==> src/rtl/sw_debounce_reader.sv <==
// rtl/sw_debounce_reader.sv - synchronise, debounce and hand off a switch word with valid/ack
// Optional overrun flag compiled in by defining SW_READER_OVERRUN_EN.
module sw_debounce_reader #(
   parameter int WIDTH           = 8,
   parameter int DEBOUNCE_CYCLES = 50000
) (
   input  logic             iCLK,
   input  logic             iRST_N,
   input  logic [WIDTH-1:0] iSW,
   input  logic             iACK,
   output logic [WIDTH-1:0] oDATA,
   output logic [WIDTH-1:0] oCHANGED,
   output logic             oVALID,
   output logic             oOVERRUN
);

   localparam int CNT_W = (DEBOUNCE_CYCLES > 1) ? $clog2(DEBOUNCE_CYCLES) : 1;
   localparam logic [CNT_W-1:0] CNT_LAST = CNT_W'(DEBOUNCE_CYCLES - 1);

   typedef enum logic {STABLE, SETTLE} state_t;

   state_t           state_q;
   logic [WIDTH-1:0] s1_q, s2_q;
   logic [WIDTH-1:0] cand_q;
   logic [CNT_W-1:0] cnt_q;
   logic [CNT_W-1:0] cnt_d;
   logic [WIDTH-1:0] data_q, changed_q;
   logic             valid_q;
   logic             window_done;
   logic             commit;

   assign cnt_d       = cnt_q + 1'b1;
   assign window_done = (state_q == SETTLE) && (s2_q == cand_q) && (cnt_q == CNT_LAST);
   // A window that expires on the already-published word is a bounce-back, not an event.
   assign commit      = window_done && (cand_q != data_q);

   always_ff @(posedge iCLK or negedge iRST_N) begin
      if (!iRST_N) begin
         s1_q      <= '0;
         s2_q      <= '0;
         cand_q    <= '0;
         cnt_q     <= '0;
         state_q   <= STABLE;
         data_q    <= '0;
         changed_q <= '0;
         valid_q   <= 1'b0;
      end else begin
         s1_q <= iSW;
         s2_q <= s1_q;

         case (state_q)
            STABLE: begin
               if (s2_q != data_q) begin
                  cand_q  <= s2_q;
                  cnt_q   <= '0;
                  state_q <= SETTLE;
               end
            end
            SETTLE: begin
               if (s2_q != cand_q) begin
                  cand_q <= s2_q;
                  cnt_q  <= '0;
               end else if (cnt_q == CNT_LAST) begin
                  state_q <= STABLE;
               end else begin
                  cnt_q <= cnt_d;
               end
            end
            default: state_q <= STABLE;
         endcase

         if (commit) begin
            data_q    <= cand_q;
            changed_q <= cand_q ^ data_q;
            valid_q   <= 1'b1;
         end else if (iACK) begin
            valid_q <= 1'b0;
         end
      end
   end

`ifdef SW_READER_OVERRUN_EN
   logic overrun_q;

   // A commit racing an acknowledge is a clean hand-off, so it never flags.
   always_ff @(posedge iCLK or negedge iRST_N) begin
      if (!iRST_N) begin
         overrun_q <= 1'b0;
      end else if (commit) begin
         overrun_q <= valid_q && !iACK;
      end else if (iACK) begin
         overrun_q <= 1'b0;
      end
   end

   assign oOVERRUN = overrun_q;
`else
   assign oOVERRUN = 1'b0;
`endif

   assign oDATA    = data_q;
   assign oCHANGED = changed_q;
   assign oVALID   = valid_q;

endmodule

==> config.mk <==
export PLATFORM = sky130hd
export DESIGN_NAME = sw_debounce_reader
export DESIGN_NICKNAME = d
export VERILOG_FILES = /design/src/rtl/sw_debounce_reader.sv
export SDC_FILE = /design/constraint.sdc
export NUM_CORES = 1
export LEC_CHECK = 0
export CORE_ASPECT_RATIO = 1.4
export CORE_UTILIZATION = 50
export DETAILED_ROUTE_END_ITERATION = 12
export PLACE_DENSITY = 0.82
export SYNTH_ARGS = -nofsm -noshare
export SYNTH_HDL_FRONTEND = slang
export SYNTH_SLANG_ARGS = --single-unit
==> constraint.sdc <==
create_clock -name iCLK -period 2.2 [get_ports iCLK]
set_clock_uncertainty 0.15 [all_clocks]
set_input_delay 0.44 -clock iCLK [delete_from_list [all_inputs] [get_ports iCLK]]
set_output_delay 0.44 -clock iCLK [all_outputs]
set_load 0.01 [all_outputs]
Word-level counts from Yosys, hierarchy flattened. Cells that the tools add are included. Widths: inputs -> output; s select.

Register bits: 58. Bits in latches: 0. Memory bits (writable): 0. Memory bits (read-only): 0. Input port bits: 11. Output and inout port bits: 18. Logic and storage cells: 38. Memories: 0.

Add/subtract/negate cells: 1. Multipliers: 0. Divide/modulo/power cells: 0. $lt $le $gt $ge: 0. Equality and inequality tests: 8. Shift-type cells: 0. Mux-type cells: 13. Bitwise logic cells: 2. Reduce and logical (&&, ||, !) cells: 6.

Operators with widths (number): $mux 16 (3); $pmux 16 s2 (1); $ne 8x8->1 (3); $add 16x1->16 const B (1); $eq 16x16->1 const B (1); $mux 8 (2); $pmux 8 s2 (1); $eq 8x8->1 (1); $xor 8x8->8 (1); $mux 1 (5); $reduce_and 2->1 (2); $logic_and 1x1->1 (3); $ne 3x3->1 const B (1); $ne 2x1->1 const B (1); $ne 2x2->1 const B (1); $pmux 1 s2 (1); $reduce_bool 2->1 (1); $not 1->1 (1).

Depth between registers and ports, before layout. Gate-level depths: netlist (run 1).

Depth after elaboration: 5. Depth in mapped cells: 7. Mapped depth without buffers: 6.

Worst setup path before layout (run 1). OpenSTA, ideal clock, no wires.

Path type: register -> register. Start: register cand_q[7]. End: register changed_q[6] (netlist: oCHANGED[6]). Arrival: 1.854 ns. Data required time: 1.925 ns. Slack: 0.071 ns. Cell stages (with the launch flop): 8. Buffers on the path: 2. Period minus slack after synthesis: 2.129 ns. Path through: dfrtp_1 -> xnor2_1 -> nand3_1 -> or3_1 -> a211o_1 -> buf_6 -> buf_6 -> mux2_4.

Word-level cells in the longest chain between the ends: 4. Elaborated cells on any way between the ends: 5.

Ends and longest elaborated chain: from (decl) (RTL line 24) `logic [WIDTH-1:0] cand_q;`; from (signal assigned) (RTL line 54) `cand_q <= s2_q;`; from (signal assigned) (RTL line 61) `cand_q <= s2_q;`; $eq 8x8->1 (RTL line 33) `assign window_done = (state_q == SETTLE) && (s2_q == cand_q) && (cnt_q == CNT_LAST);`; $logic_and 1x1->1 (2 in a row) (RTL line 33); $logic_and 1x1->1 (*) (RTL line 35) `assign commit = window_done && (cand_q != data_q);`; to (signal assigned) (RTL line 74) `changed_q <= cand_q ^ data_q;`; to (decl) (RTL line 27) `logic [WIDTH-1:0] data_q, changed_q;`.

Every way passes the cells marked *; elsewhere a longest branch is shown, timed or not. A chain may end at the register's enable or synchronous reset.

Final worst setup path (run 1).
Start: register cand_q[3]. End: register data_q[0] (netlist: oDATA[0]).

Word-level cells in the longest chain between the ends: 4. Elaborated cells on any way between the ends: 5.

Ends and longest elaborated chain: $eq 8x8->1 (RTL line 33); $logic_and 1x1->1 (2 in a row) (RTL line 33); $logic_and 1x1->1 (*) (RTL line 35); to (signal assigned) (RTL line 73) `data_q <= cand_q;`; to (decl) (RTL line 27).

Marks and branches as above.

==> flow_metrics.py, run 1 <==
metrics = {
    "placement": {
        "dp_hpwl_um": 3549,
        "io_buffer_count": 27,
        "gp_congestion": 0.8155,
        "dp_worst_setup_slack_ns": -0.01533,
        "dpl.cell_count": 313,
    },
    "yosys": {
        "synth.top_cells.by_area": "dfrtp_1 56%, mux2_2 6.5%, xnor2_1 5.7%, mux2_4 4.6%, xor2_1 3.4%",
        "synth-simple-area-share": 0.1489,
        "synth_top_area_frac": 0.5572,
        "syn_area_um2": 2605,
        "syn_inst": 209,
        "synth_compound_area_frac": 0.06484,
        "synthMuxAreaShare": 0.1148,
        "syn_avg_cell_area_um2": 12.46,
        "syn_nets": 221,
        "synthAdderAreaFrac": 0.004803,
        "yosysUniqueCellTypes": 38,
        "synth_top_family_by_area": "simple AND/OR/NAND/NOR gates",
        "synth_warnings": 0,
        "synth-xor-area-share": 0.09078,
        "ys_seq_area_frac": 0.5572,
        "synth_top_cell_by_area": "dfrtp_1",
        "ys_ff_latch": 58,
    },
    "setup_path": {
        "cp_max_fo": 11,
        "critPathRequiredTime_ns": 2.27,
        "cp_cell_sequence": "xnor2_2 > nand4_1 > or3_1 > a211o_1 > buf_12 > mux2_4",
        "cp-start-kind": "flip-flop",
        "critPathKind": "flip-flop to flip-flop",
        "regToRegSetupSlack_ns": 0.04,
        "cpMaxStageDelayCell": "dfrtp_2",
        "cp_slowest_stage_delay_ns": 0.45,
        "critPathArrivalTime_ns": 2.23,
        "endpoint_kind": "flip-flop",
    },
    "route": {
        "drc": 0,
        "drt_iter0_markers": 80,
        "wl_per_cell_um": 15.58,
        "ant_nets": 0,
        "wl_um": 5171,
        "vias": 1773,
        "drt-pass1-iter-count": 4,
        "post_drt_via_cell_ratio": 5.340,
    },
    "floorplanning": {
        "die_x_um": 63.01,
        "start_util": 0.5298,
        "ios": 29,
        "core_area_um2": 4917,
        "die_y_um": 87.41,
        "dieArea_um2": 5507,
        "num_rows": 30,
    },
    "sta": {
        "relSlewSlack": 0.5544,
        "holdWs_ns": 0.2036,
        "min_period_over_period": 0.9823,
        "hold_viol": 0,
        "setup-violations-final": 0,
        "fin_crit_ns": 2.161,
        "worstMarginPinSlew_ns": 0.6659,
        "finalWorstSetupSlack_ns": 0.03897,
        "grt_setup_unrepaired": "true",
        "drv_slew": 0,
        "timing.fmax_mhz": 462.7,
    },
    "finish": {
        "synthToLayoutAreaGrowth_pct": 28.39,
        "n_antenna_cell": 0,
        "nets": 275,
        "instances_no_fill": 332,
        "drive_above_1_share": 0.2500,
        "fill_cells": 352,
    },
    "clocking": {
        "htree_levels": 3,
        "cts_tree": "done",
        "clk_pin_slew_worst_paths_ns": 0.07,
        "cts.path.max_buffers": 2,
        "cts_buffers": 9,
        "clk_latency_ns": 0.34,
        "root_buffer": "clkbuf_8",
        "clock-sinks": 58,
    },
    "grt": {
        "antenna_found_initial": 0,
        "grtUsageTotal": 0.2103,
        "grt_pass1_vias": 1834,
        "grt_max_degree": 59,
        "grt_overflow_total": 0,
        "grt_pass1_wl_um": 8590,
    },
    "pwr": {
        "p_leak_nw": 1.582,
        "peakVddDrop_mv": 0.5835,
        "power.density_nw_per_um2": 681.6,
        "p_total_mw": 2.280,
    },
    "job": {
        "max_cap_viol_count": 0,
    },
    "hold_path": {
        "hp-class": "flip-flop to flip-flop",
    },
    "run_status": {
        "status": "finished clean",
    },
}
==> worst paths after layout <==
| path | start | end | cells past startpoint |
|---|---|---|---|
| min in group asynchronous | iRST_N | cnt_q[9]$_DFFE_PN0P_ | 3 |
| hold reg to reg | s1_q[2]$_DFF_PN0_ | s2_q[2]$_DFF_PN0_ | 0 |
| setup / recovery | cand_q[3]$_DFFE_PN0P_ | oDATA[0]$_DFFE_PN0P_ | 6 |
| setup reg to reg | cand_q[3]$_DFFE_PN0P_ | oDATA[0]$_DFFE_PN0P_ | 6 |
| max in group asynchronous | iRST_N | cand_q[3]$_DFFE_PN0P_ | 3 |
| hold / removal | s1_q[2]$_DFF_PN0_ | s2_q[2]$_DFF_PN0_ | 0 |
==> layout by cell type, fill, tap and decap left out, types with 4 or more instances in the layout <==
master	count
xnor2_1	14
nand4_1	8
buf_4	19
nor4_1	5
nor2_1	9
and3_1	9
clkdlybuf4s50_1	26
o21bai_1	4
mux2_4	8
xor2_1	10
dfrtp_1	56
a21o_1	4
nand3_1	10
mux2_2	15
clkbuf_8	9
nand2_1	11
==> sequential cells by signal (all words and copies together) (netlist names) <==
signal / count
oCHANGED: 8
cand_q: 8
s1_q: 8
oVALID: 1
oDATA: 8
s2_q: 8
state_q: 1
cnt_q: 16
==> report_power, final <==
part	internal [mW]	leakage, nW	switching (mW)
registers	1.09	0.748	0.0233
clock network	0.634	0.105	0.430
logic	0.0544	0.729	0.0482
total	1.78	1.58	0.501
==> cell type report <==
class	instances	area (um2)	share of cell area
clock buffer	9	123.9	0.03704
sequential	58	1454	0.4347
inverter	1	3.754	0.001122
clock inverter	7	93.84	0.02806
multi-input combinational	144	1131	0.3382
timing repair buffer	49	457.9	0.1369
tap	64	80.08	0.02394
==> worst max-delay path: cells and delay by family, from the launching register on <==
kind                   cells  cell delay [ns]
buffers and inverters      1             0.17
AO/OA/AOI/OAI              1             0.29
multiplexers               1             0.30
AND/OR/NAND/NOR            2             0.52
flip-flops                 1             0.45
XOR/XNOR                   1             0.17
==> cells by family after synthesis <==
family,count (synthesis)
AND/OR/NAND/NOR,68
flip-flops,58
XOR/XNOR,27
multiplexers,24
AO/OA/AOI/OAI,23
buffers and inverters,7
adder cells (fa/ha/maj),1
other,1
==> synthesized netlist by cell type <==
cell,count
dfrtp_1,58
xnor2_1,17
mux2_2,15
nand2_1,11
nand3_1,10
xor2_1,10
and3_1,9
nor2_1,9
mux2_4,8
nand4_1,8
nor4_1,5
a21o_1,4
o21bai_1,4
a21oi_1,3
clkbuf_1,3
nor3b_1,3
o21ai_0,3
a211o_1,2
a221o_1,2
a22o_1,2
and2_1,2
and4_1,2
buf_6,2
nor3_1,2
nor4bb_1,2
a31oi_1,1
and4b_1,1
buf_4,1
conb_1,1
ha_1,1
inv_1,1
mux2i_1,1
nand2b_1,1
nor4_2,1
o22a_1,1
o2bb2ai_1,1
or2b_1,1
or3_1,1
==> routing by layer <==
layer,part of all wire,vias up,global-route usage
li1,-,861,-
met4,0.021,0,0.1226
met2,0.56,28,0.3832
met3,0.022,8,0.03534
met5,0,-,0
met1,0.40,876,0.2275
==> timing repair <==
action                                 CTS  global route
pin swaps                                0             1
gates resized for setup                  1             4
endpoints found under the hold margin   58             0
hold buffers                             1             0
setup endpoints to repair               12            15
buffers inserted                         0             2
==> per-stage QoR <==
stage	area (um2)	util	setup TNS (ns)
3_5_place_dp	3077	0.6257	-0.05012
3_3_place_gp	3077	0.6257	0
6_report	3344	0.6802	0
4_1_cts	3312	0.6735	0
2_1_floorplan	2605	-	0
5_1_grt	3344	0.6802	-0.08438
(Power assumes the default switching activity.)
==> run 2: changes to the inputs <==
--- a/config.mk
+++ b/config.mk
@@ -5,6 +5,7 @@
 export SDC_FILE = /design/constraint.sdc
 export NUM_CORES = 1
 export LEC_CHECK = 0
+export CAP_MARGIN = 20
 export CORE_ASPECT_RATIO = 1.4
 export CORE_UTILIZATION = 50
 export DETAILED_ROUTE_END_ITERATION = 12
==> results of run 2 <==
Same layout as run 1: the final DEF is identical, and so are final timing and power.
